==> src/rtl/trap_sequencer.sv <==
// Trap-entry controller: arbitrates EX exceptions against interrupts, drains the stall, commits the trap to the CSRs, then redirects fetch.
// Optional CERES_TRAP_VECTORED_EN: vectored handler addressing for interrupts when mtvec mode is 01.
module trap_sequencer #(
  parameter int XLEN = 32
) (
  input  logic            clk_i,
  input  logic            rst_ni,
  input  logic            stall_i,
  input  logic            ex_valid_i,
  input  logic [XLEN-1:0] ex_pc_i,
  input  logic            exc_valid_i,
  input  logic [XLEN-1:0] exc_cause_i,
  input  logic [XLEN-1:0] exc_tval_i,
  input  logic            timer_irq_i,
  input  logic            sw_irq_i,
  input  logic            ext_irq_i,
  input  logic            mstatus_mie_i,
  input  logic [XLEN-1:0] mie_i,
  input  logic [XLEN-1:0] mtvec_i,
  output logic            trap_active_o,
  output logic [XLEN-1:0] trap_cause_o,
  output logic [XLEN-1:0] trap_mepc_o,
  output logic [XLEN-1:0] trap_tval_o,
  output logic            flush_o,
  output logic            redirect_o,
  output logic [XLEN-1:0] redirect_pc_o,
  output logic            busy_o
);

  typedef enum logic [1:0] {IDLE, DRAIN, COMMIT, REDIRECT} state_t;

  localparam logic [XLEN-1:0] CAUSE_SW  = {1'b1, (XLEN-1)'(3)};
  localparam logic [XLEN-1:0] CAUSE_TMR = {1'b1, (XLEN-1)'(7)};
  localparam logic [XLEN-1:0] CAUSE_EXT = {1'b1, (XLEN-1)'(11)};

  state_t          state_q, state_d;
  logic            take;
  logic            take_irq;
  logic [XLEN-1:0] cause_d;
  logic [XLEN-1:0] tval_d;
  logic            irq_gate;
  logic [XLEN-1:0] base;
  logic [XLEN-1:0] handler_pc;

  // Interrupts only at a valid instruction boundary; exceptions need a valid EX instruction.
  assign irq_gate = mstatus_mie_i & ex_valid_i;

  always_comb begin
    take     = 1'b0;
    take_irq = 1'b0;
    cause_d  = '0;
    tval_d   = '0;
    if (ex_valid_i && exc_valid_i) begin
      take    = 1'b1;
      cause_d = exc_cause_i;
      tval_d  = exc_tval_i;
    end else if (irq_gate && ext_irq_i && mie_i[11]) begin
      take     = 1'b1;
      take_irq = 1'b1;
      cause_d  = CAUSE_EXT;
    end else if (irq_gate && sw_irq_i && mie_i[3]) begin
      take     = 1'b1;
      take_irq = 1'b1;
      cause_d  = CAUSE_SW;
    end else if (irq_gate && timer_irq_i && mie_i[7]) begin
      take     = 1'b1;
      take_irq = 1'b1;
      cause_d  = CAUSE_TMR;
    end
  end

  always_comb begin
    state_d = state_q;
    case (state_q)
      IDLE:     if (take) state_d = DRAIN;
      DRAIN:    if (!stall_i) state_d = COMMIT;
      COMMIT:   state_d = REDIRECT;
      REDIRECT: state_d = IDLE;
      default:  state_d = IDLE;
    endcase
  end

  always_ff @(posedge clk_i or negedge rst_ni) begin
    if (!rst_ni) begin
      state_q <= IDLE;
    end else begin
      state_q <= state_d;
    end
  end

  // Payload is captured only on the IDLE->DRAIN edge and held until the next trap.
  always_ff @(posedge clk_i or negedge rst_ni) begin
    if (!rst_ni) begin
      trap_cause_o <= '0;
      trap_mepc_o  <= '0;
      trap_tval_o  <= '0;
    end else if (state_q == IDLE && take) begin
      trap_cause_o <= cause_d;
      trap_mepc_o  <= ex_pc_i;
      trap_tval_o  <= tval_d;
    end
  end

  assign base = {mtvec_i[XLEN-1:2], 2'b00};

`ifdef CERES_TRAP_VECTORED_EN
  logic trap_irq_q;

  always_ff @(posedge clk_i or negedge rst_ni) begin
    if (!rst_ni) begin
      trap_irq_q <= 1'b0;
    end else if (state_q == IDLE && take) begin
      trap_irq_q <= take_irq;
    end
  end

  always_comb begin
    handler_pc = base;
    if (trap_irq_q && mtvec_i[1:0] == 2'b01) begin
      handler_pc = base + {trap_cause_o[XLEN-3:0], 2'b00};
    end
  end
`else
  logic unused_mode;
  assign unused_mode = ^{mtvec_i[1:0], take_irq};
  assign handler_pc  = base;
`endif

  logic unused_mie;
  assign unused_mie = ^{mie_i[XLEN-1:12], mie_i[10:8], mie_i[6:4], mie_i[2:0]};

  assign trap_active_o = (state_q == COMMIT);
  assign redirect_o    = (state_q == REDIRECT);
  assign redirect_pc_o = redirect_o ? handler_pc : '0;
  assign flush_o       = (state_q != IDLE);
  assign busy_o        = (state_q != IDLE);

endmodule

==> config.mk <==
export PLATFORM = sky130hd
export DESIGN_NAME = trap_sequencer
export DESIGN_NICKNAME = d
export VERILOG_FILES = /design/src/rtl/trap_sequencer.sv
export SDC_FILE = /design/constraint.sdc
export NUM_CORES = 1
export LEC_CHECK = 0
export CORE_AREA = 2 2 117 119
export CTS_BUF_LIST = sky130_fd_sc_hd__clkbuf_8 sky130_fd_sc_hd__clkbuf_16
export DETAILED_ROUTE_END_ITERATION = 12
export DIE_AREA = 0 0 119 121
export GPL_TIMING_DRIVEN = 1
export PLACE_DENSITY = 0.73
export SKIP_LAST_GASP = 1
export SYNTH_ARGS = -nofsm -noshare
export SYNTH_HDL_FRONTEND = slang
export SYNTH_SLANG_ARGS = --single-unit
export TNS_END_PERCENT = 50
==> constraint.sdc <==
create_clock -name clk_i -period 3.5 [get_ports clk_i]
set_input_delay 0.875 -clock clk_i [delete_from_list [all_inputs] [get_ports clk_i]]
set_output_delay 0.875 -clock clk_i [all_outputs]
set_load 0.05 [all_outputs]
==> results_dict.tcl <==
set metrics [dict create \
    rrSetupSlack_ns 1.71 \
    relSlewSlack_pct 49.95 \
    post_cts.repair.setup_buffers 0 \
    fin_crit_ns 3.328 \
    overflow 0 \
    initial_utilization_pct 29.81 \
    die_w_um 119 \
    finalSetupViolCount 0 \
    critPathMaxFanout 31 \
    grt_pass1_vias 3353 \
    die_area_um2 14400 \
    cts_max_level 3 \
    worstPathArrival_ns 2.45 \
    slew_viol_final 0 \
    clock_path_buffers 2 \
    wl_met1_um 5272 \
    layout_commonest_cell "clkdlybuf4s50_1" \
    met2_length_um 5833 \
    layout.cells.non_filler 727 \
    path_clk_slew_ns 0.06 \
    synth_top_family_by_area "compound AO/OA/AOI/OAI gates" \
    cts_tree "yes" \
    wl_per_cell_um 16.50 \
    dp.final_hpwl_um 8747 \
    ys_seq_area_share_pct 62.86 \
    worstReg2RegEnd "trap_mepc_o[9]" \
    track_usage_pct 16.36 \
    ant_nets 0 \
    ys_types 24 \
    r2r-start "state_q[0]" \
    place_ws_ns 0.3372 \
    cap_violations 0 \
    dieHeight_um 121 \
    endpoint_kind "primary output" \
    synth_mux_area_share_pct 10.04 \
    powerDensity_nw_per_um2 1139 \
    worstHoldEndpoint "trap_cause_o[4]" \
    hold_buffers 0 \
    worst_slack_ns 0.1720 \
    clock_latency_ns 0.34 \
    fin_skew_ns 0.007232 \
    r2r_cells 5 \
    io-pin-count 301 \
    path_class "register to primary output" \
    holdWs_ns 0.4796 \
    drt-total-wl_um 12000 \
    ys_seq_elements 98 \
    n_antenna_cell 0 \
    min_path_type "register to register" \
    vias_per_cell 4.486 \
    hold_depth 1 \
    min_period_over_period_pct 95.09 \
    synthesis.instances 285 \
    cp-start-kind "register" \
    status "complete, no violations" \
    synth_compound_area_share_pct 15.07 \
    layout-drive-gt1-share_pct 10.71 \
    cts_buffers 9 \
    p_leak_uw 0.003024 \
    fmax_ghz 0.3005 \
    vias 3261 \
    fin_total_pwr_uw 8017 \
    wl_met3_um 708 \
    syn2layout_area_growth_pct 80.40 \
    dr.max_layer_used "met4" \
    drc 0 \
    fin_nets 720 \
    setup_tns_ns 0 \
    crit_required_ns 2.62 \
    firstDrtPassIters 4 \
    min_from "trap_cause_o[4]" \
    syn_area_um2 3901 \
    synthAdderAreaFrac_pct 1.604 \
    postSynthAreaPerCell_um2 13.69 \
    grt_pass1_wl_um 18320 \
    synth_simple_gate_area_share_pct 6.479 \
    drt_iter0_drc 98 \
    port_buffers 267 \
    rows 42 \
    cts_sinks 98 \
    rsz0062_at_grt "no" \
    root_buffer "clkbuf_16" \
    tightest_slew_ns 0.7508 \
    dp.cells 711 \
    ys_warn_count 0 \
    antenna_found_initial 0 \
    place_congestion 0.7774 \
    layout_common_cells "clkdlybuf4s50_1, dfrtp_1, a22o_1" \
    synthXorXnorAreaFrac_pct 0 \
    cts_resized 0 \
    core_um2 13090 \
    grt_start_max_net_pins 99 \
    finalHoldViolations 0 \
    peakVddDrop_mv 0.6126 \
]
==> synth_stat cells, drive strengths merged <==
master  instances  share of area, %
dfrtp          98                63
a22o           58                13
mux2           33               9.5
and2           30               4.8
buf            16               2.4
inv             9              0.87
clkbuf          6              0.58
nand2           6              0.58
nor2            6              0.58
ha              5               1.6
a21oi           3              0.38
nand3           3              0.38
o21ai           3              0.58
mux2i           2              0.51
a21o            1              0.19
a22oi           1              0.19
a32oi           1              0.22
a41o            1              0.26
conb            1             0.096
nor3            1              0.13
o31a            1              0.22
==> worst max-delay path: stages, from the launching register on <==
cell,delay (ns)
dfrtp_1,0.39
ha_1,0.66
and2_1,0.24
clkdlybuf4s50_1,0.81
==> flip-flops by register name, summed over array words and instances (netlist names) <==
name and cells:
trap_cause_o 32, state_q 2, trap_tval_o 32, trap_mepc_o 32
==> worst max path at each step <==
stage	startpoint	to	slack (ns)	depth (start not counted)
global route	state_q[1]	redirect_pc_o[12]	0.04	3
finish	state_q[1]	redirect_pc_o[6]	0.17	3
global placement	mtvec_i[29]	redirect_pc_o[29]	0.38	3
detailed placement	mtvec_i[12]	redirect_pc_o[12]	0.34	3
floorplan	state_q[1]	redirect_pc_o[10]	1.06	3
CTS	state_q[1]	redirect_pc_o[12]	0.17	3
==> cell families (layout without fill, tap and decap cells) <==
kind of cell,after synthesis,after routing
DFF,98,98
AOI/OAI and AO/OA,69,69
and+or+nand+nor,46,46
muxes,35,35
buffers and inverters,31,296
adders and majority gates,5,5
other,1,2
==> metal layers <==
layer | vias up | global-route usage, %
li1 | 1532 | -
met1 | 1586 | 20.93
met2 | 132 | 26.65
met3 | 11 | 4.229
met4 | 0 | 6.250
met5 | - | 0
==> power breakdown <==
group	switching (uW)	leakage, uW	internal [uW]
logic	3220	0.00165	1800
clock network	411	0.000153	568
registers	311	0.00122	1710
total	3940	0.00302	4080
==> final cells by class <==
type | instances | area, um2
clock buffers | 10 | 239.0
well taps | 176 | 220.2
multi-input cells | 157 | 1318
fillers | 1076 | 6047
flip-flops and latches | 98 | 2452
repair buffers | 271 | 2718
clock inverters | 6 | 57.56
inverters | 9 | 33.78
==> through the flow <==
stage	area (um2)	util [%]
after CTS	7038	53.79
after global routing	7038	53.79
after detailed placement	6741	51.52
after global placement	6741	51.52
after floorplan	3905	-
final	7038	53.79
(Power assumes the default switching activity.)
==> RTL edit 1: new RTL, config.mk and constraints unchanged <==
Add a define of `CERES_TRAP_VECTORED_EN`.
--- a/src/rtl/trap_sequencer.sv
+++ b/src/rtl/trap_sequencer.sv
@@ -1,4 +1,6 @@
 // Trap-entry controller: arbitrates EX exceptions against interrupts, drains the stall, commits the trap to the CSRs, then redirects fetch.
 // Optional CERES_TRAP_VECTORED_EN: vectored handler addressing for interrupts when mtvec mode is 01.
+`define CERES_TRAP_VECTORED_EN
+
 module trap_sequencer #(
   parameter int XLEN = 32
Formal check against the unedited RTL: not equivalent (a bounded check fails within 4 cycles, from zero or initial values and one cycle with rst_ni low).
==> RTL edit 1 against the unedited design <==
  * The run now ends with negative setup slack left
  * First-iteration DRC count grew to 5.9 times the old value
  * Fmax decreased by 20%
  * Power rose by 55%
  * Worst setup slack got worse by 0.82 ns
  * Final area up 63%
  * Wire length increased by 110%
  * Clock skew is 0.00058 ns lower
  * Sequential cell count grew 1
  * Cell count grew 74%
  * Worst hold slack improved by 0.033 ns
  * Synthesized cell count is 140% higher
  * Synthesized area rose by 55%
  * Die area did not move
==> RTL edit 1: results (changes against the unedited design) <==
status: "finished with violations"
fin_ws_ns: -0.649  # -0.821 ns
ys_top_cells_by_count: "nand2_1 (177), dfrtp_1 (99), o21ai_0 (84)"
reg2reg_depth: 6  # +1
hpwl_mm: 17.0  # +94%
leakagePower_nw: 4.93  # +63%
post_dp_cell_area_sq_um: 10100  # +50%
startpoint: "mtvec_i[2]"
synth_mux_area_share_pct: 6.79  # -3.3 points
grt_pass1_wl_mm: 37.1  # +100%
antenna_found_initial: 0  # unchanged
grt_pass1_vias: 7166  # +110%
reg2reg_slack_ns: 1.21  # -0.50 ns
root_buffer: "clkbuf_16"
crit_path_end: "redirect_pc_o[26]"
hold_path_class: "reg2reg"
diodes: 0  # unchanged
finClkSkew_ns: 0.00665  # -0.000584 ns
wire_per_inst_microns: 20.1  # +22%
timing.rr.end: "trap_mepc_o[9]"
io_buffers: 269  # +0.75%
clk_pin_slew_worst_paths_ns: 0.07
grt_max_degree: 63  # -36%
dp_worst_setup_slack_ns: -1.16  # -1.50 ns
globalplace.congestion: 0.914  # +18%
drive_gt1_share_pct: 33.3  # +23 points
pg_seq_w: 0.00222  # +9.9%
synth_top_flop_cell: "dfrtp_1"
p_comb_share_pct: 72.6  # +10 points
grtUsageTotal_pct: 32.8  # +16 points
seqPwrFrac_pct: 17.8  # -7.4 points
numCtsBuffers: 9  # unchanged
synth-compound-area-share_pct: 19.4  # +4.3 points
synth.area.top_cells: "dfrtp_1 (41%), nand2_1 (11%), o21ai_0 (6.9%)"
ys_types: 62  # +160%
synthXorXnorAreaFrac_pct: 2.46  # +2.5 points
cts_buffer_depth: 2  # unchanged
crit_arrival_ns: 3.27  # +0.82 ns
switching_share_pct: 49.8  # +0.69 points
synthAdderAreaFrac_pct: 7.14  # +5.5 points
tightest_slew_ns: 0.681  # -0.0701 ns
ys_seq_area_share_pct: 40.9  # -22 points
synthArstFlopShare_pct: 100  # unchanged
nets: 1286  # +79%
max-vdd-ir-drop_uv: 942  # +54%
critPathMaxFanout: 4  # -87%
yosys_warnings: 0  # unchanged
violations: "negative setup slack"
drtPass1Iterations: 5  # +1
setup_viol: 28  # +28
drt_iter0_drc: 579  # +490%
cts_max_level: 3  # unchanged
r2r-start: "state_q[0]"
fin_setup_tns_ns: -9.88  # -9.88 ns
holdWs_ns: 0.512  # +0.0328 ns
largest_registers: "trap_cause_o: 32 flops, trap_mepc_o: 32 flops, trap_tval_o: 32 flops"
viasPerCell: 5.62  # +25%
clock_latency_ns: 0.35
-- RTL edit 1: final cells by class --
cell class                      count  area (sq um)
Multi-Input combinational cell    546          4250
Tap cell                          176           220
Clock inverter                      7           123
Inverter                           15          56.3
Clock buffer                        9           225
Sequential cell                    99          2480
Timing Repair Buffer              412          4100
Fill cell                         628          1630
-- RTL edit 1: per-layer routing --
| layer | vias to the layer above | GRT usage, % | part of all wire (%) |
|---|---|---|---|
| met5 | - | 0 | 0 |
| met4 | 0 | 12.7 | 4.0 |
| met3 | 84 | 7.42 | 7.3 |
| met2 | 344 | 58.9 | 52 |
| met1 | 3478 | 38.0 | 36 |
| li1 | 3194 | - | - |
-- RTL edit 1: timing repair --
item | in CTS | in global routing
resized for setup | 129 | 110
endpoints found under the setup margin | 27 | 28
setup buffers | 17 | 25
pin swaps | 62 | 61
-- RTL edit 1: critical path, stage by stage --
cell and delay [ns]:
buf_8 0.10, ha_4 0.15, fa_2 0.34, a21o_1 0.19, a41oi_2 0.22, nand3_2 0.14
a21bo_4 0.25, a21bo_4 0.23, buf_6 0.13, buf_4 0.13, a211oi_2 0.15, nand3b_1 0.20
buf_12 0.16
-- RTL edit 1: worst min path at each step --
stage | from | to | depth (start not counted)
detailed placement | trap_mepc_o[6] | trap_mepc_o[6] | 1
global placement | trap_mepc_o[26] | trap_mepc_o[26] | 1
floorplan | trap_irq_q | trap_irq_q | 2
global route | trap_mepc_o[19] | trap_mepc_o[19] | 1
CTS | trap_mepc_o[14] | trap_mepc_o[14] | 1
finish | trap_mepc_o[14] | trap_mepc_o[14] | 1
-- RTL edit 1: per-stage QoR --
step | util (%) | instances
final | 87.5 | 1264
after detailed placement | 77.1 | 1207
after global routing | 87.5 | 1264
after floorplan | - | 698
after CTS | 84.0 | 1240
after global placement | 77.1 | 1207
==> RTL edit 2: new RTL, same settings <==
Made on the original files. Re-encode `state_t` (4 states) as one-hot, 4 bits wide.
--- a/src/rtl/trap_sequencer.sv
+++ b/src/rtl/trap_sequencer.sv
@@ -28,5 +28,5 @@
 );
 
-  typedef enum logic [1:0] {IDLE, DRAIN, COMMIT, REDIRECT} state_t;
+  typedef enum logic [3:0] {IDLE = 4'b0001, DRAIN = 4'b0010, COMMIT = 4'b0100, REDIRECT = 4'b1000} state_t;
 
   localparam logic [XLEN-1:0] CAUSE_SW  = {1'b1, (XLEN-1)'(3)};
Function: same outputs for any inputs over 10 cycles, from zero or initial values and one cycle with rst_ni low; not proved beyond that.
==> RTL edit 2 against the unedited design <==
  * Power shrank 19%
  * Clock power fell by 8.2%
  * Final area rose by 1.2%
  * Critical endpoint is now redirect_pc_o[24]
  * Wire length up 3.3%
  * Worst setup slack better by 0.15 ns
  * Highest routed layer unchanged
  * Non-clock buffer count increased by 2
  * Sequential cell count grew 2
  * Largest power group unchanged
  * Synthesized area increased by 4.7%
  * Core utilization rose by 0.64 points
==> RTL edit 2: results (changes against the unedited design) <==
status: "complete, no violations"
grt_pass1_vias: 3657  # +9.1%
dp_worst_setup_slack_ns: 0.388  # +0.0505 ns
dr_total_vias: 3411  # +4.6%
fillers: 1059  # -1.6%
drive_gt1_share_pct: 15.4  # +4.6 points
ys_seq_area_share_pct: 61.3  # -1.6 points
startpoint: "state_q[2]"
grtUsageTotal_pct: 17.4  # +1.0 points
hpwl_mm: 9.29  # +6.2%
synth.avg_cell_area_sq_um: 14.5  # +5.8%
wire_per_inst_microns: 17.1  # +3.9%
period_minus_slack_ns: 3.18  # -0.153 ns
viasPerCell: 4.72  # +5.2%
r2r-start: "state_q[0]"
synth_mux_area_share_pct: 11.7  # +1.7 points
grt_max_degree: 101  # +2.0%
crit_arrival_ns: 2.30  # -0.15 ns
ys_top_cells_by_count: "dfrtp_1 (99), a22o_1 (61), and2_1 (31)"
drt_iter0_drc: 206  # +110%
worstHoldStart: "trap_cause_o[31]"
synth.area.top_cells: "dfrtp_1 (61%), a22o_1 (13%), mux2_4 (9.6%)"
leakagePower_nw: 3.13  # +3.5%
synthAdderAreaFrac_pct: 0  # -1.6 points
crit_path_end: "redirect_pc_o[24]"
globalplace.congestion: 0.804  # +3.4%
synth-compound-area-share_pct: 15.7  # +0.58 points
timing.rr.end: "trap_mepc_o[2]"
post_dp_cell_area_sq_um: 6850  # +1.7%
max-vdd-ir-drop_uv: 514  # -16%
ys_types: 32  # +33%
tightest_slew_ns: 0.556  # -0.195 ns
grt_pass1_wl_mm: 19.4  # +6.0%
reg2reg_slack_ns: 1.22  # -0.49 ns
finClkSkew_ns: 0.00979  # +0.00256 ns
switching_share_pct: 45.9  # -3.2 points
clk_pin_slew_worst_paths_ns: 0.07
nets: 711  # -1.3%
## RTL edit 2: cell types whose count changed after synthesis, moves of 5 or more
cell | before | now
ha_1 | 5 | 0
mux2_2 | 33 | 7
mux2_4 | 0 | 26
inv_1 | 9 | 0
buf_2 | 12 | 6
## RTL edit 2: worst min-delay path by stage
| stage | to | slack (ns) | cells past startpoint |
|---|---|---|---|
| after global placement | trap_cause_o[1] | 0.48 | 1 |
| after floorplan | state_q[3] | 0.47 | 1 |
| after CTS | trap_cause_o[1] | 0.50 | 1 |
| after global routing | trap_cause_o[8] | 0.52 | 1 |
| final | trap_cause_o[31] | 0.49 | 1 |
| after detailed placement | trap_tval_o[31] | 0.48 | 1 |
## RTL edit 2: final cells by class
cell class,instances,area [sq um],area share (%)
Clock buffer,9,225,3.16
Clock inverter,7,43.8,0.615
Multi-Input combinational cell,158,1440,20.2
Sequential cell,100,2500,35.2
Tap cell,176,220,3.09
Timing Repair Buffer,273,2690,37.8
## RTL edit 2: worst max-delay path: cells and delay by family (launching register included)
kind	cells	cell delay, ns
AND/OR/NAND/NOR	2	0.44
flip-flops	1	0.44
buffers and inverters	2	1.08
## RTL edit 2: metal layers
metal / global-route usage (%) / wire length [microns] / vias up
li1: - / - / 1540
met1: 20.0 / 4850 / 1657
met2: 30.9 / 6310 / 195
met3: 4.65 / 976 / 19
met4: 6.47 / 261 / 0
met5: 0 / 0 / -
## RTL edit 2: power by group through the flow
stage / Sequential [W] / Clock [W] / Combinational [W]
floorplan: 0.00356 / 0 / 0.000704
global placement: 0.00190 / 0 / 0.00365
detailed placement: 0.00192 / 0 / 0.00367
CTS: 0.00191 / 0.000932 / 0.00368
finish: 0.00191 / 0.000899 / 0.00366
global route: 0.00197 / 0.000988 / 0.00378
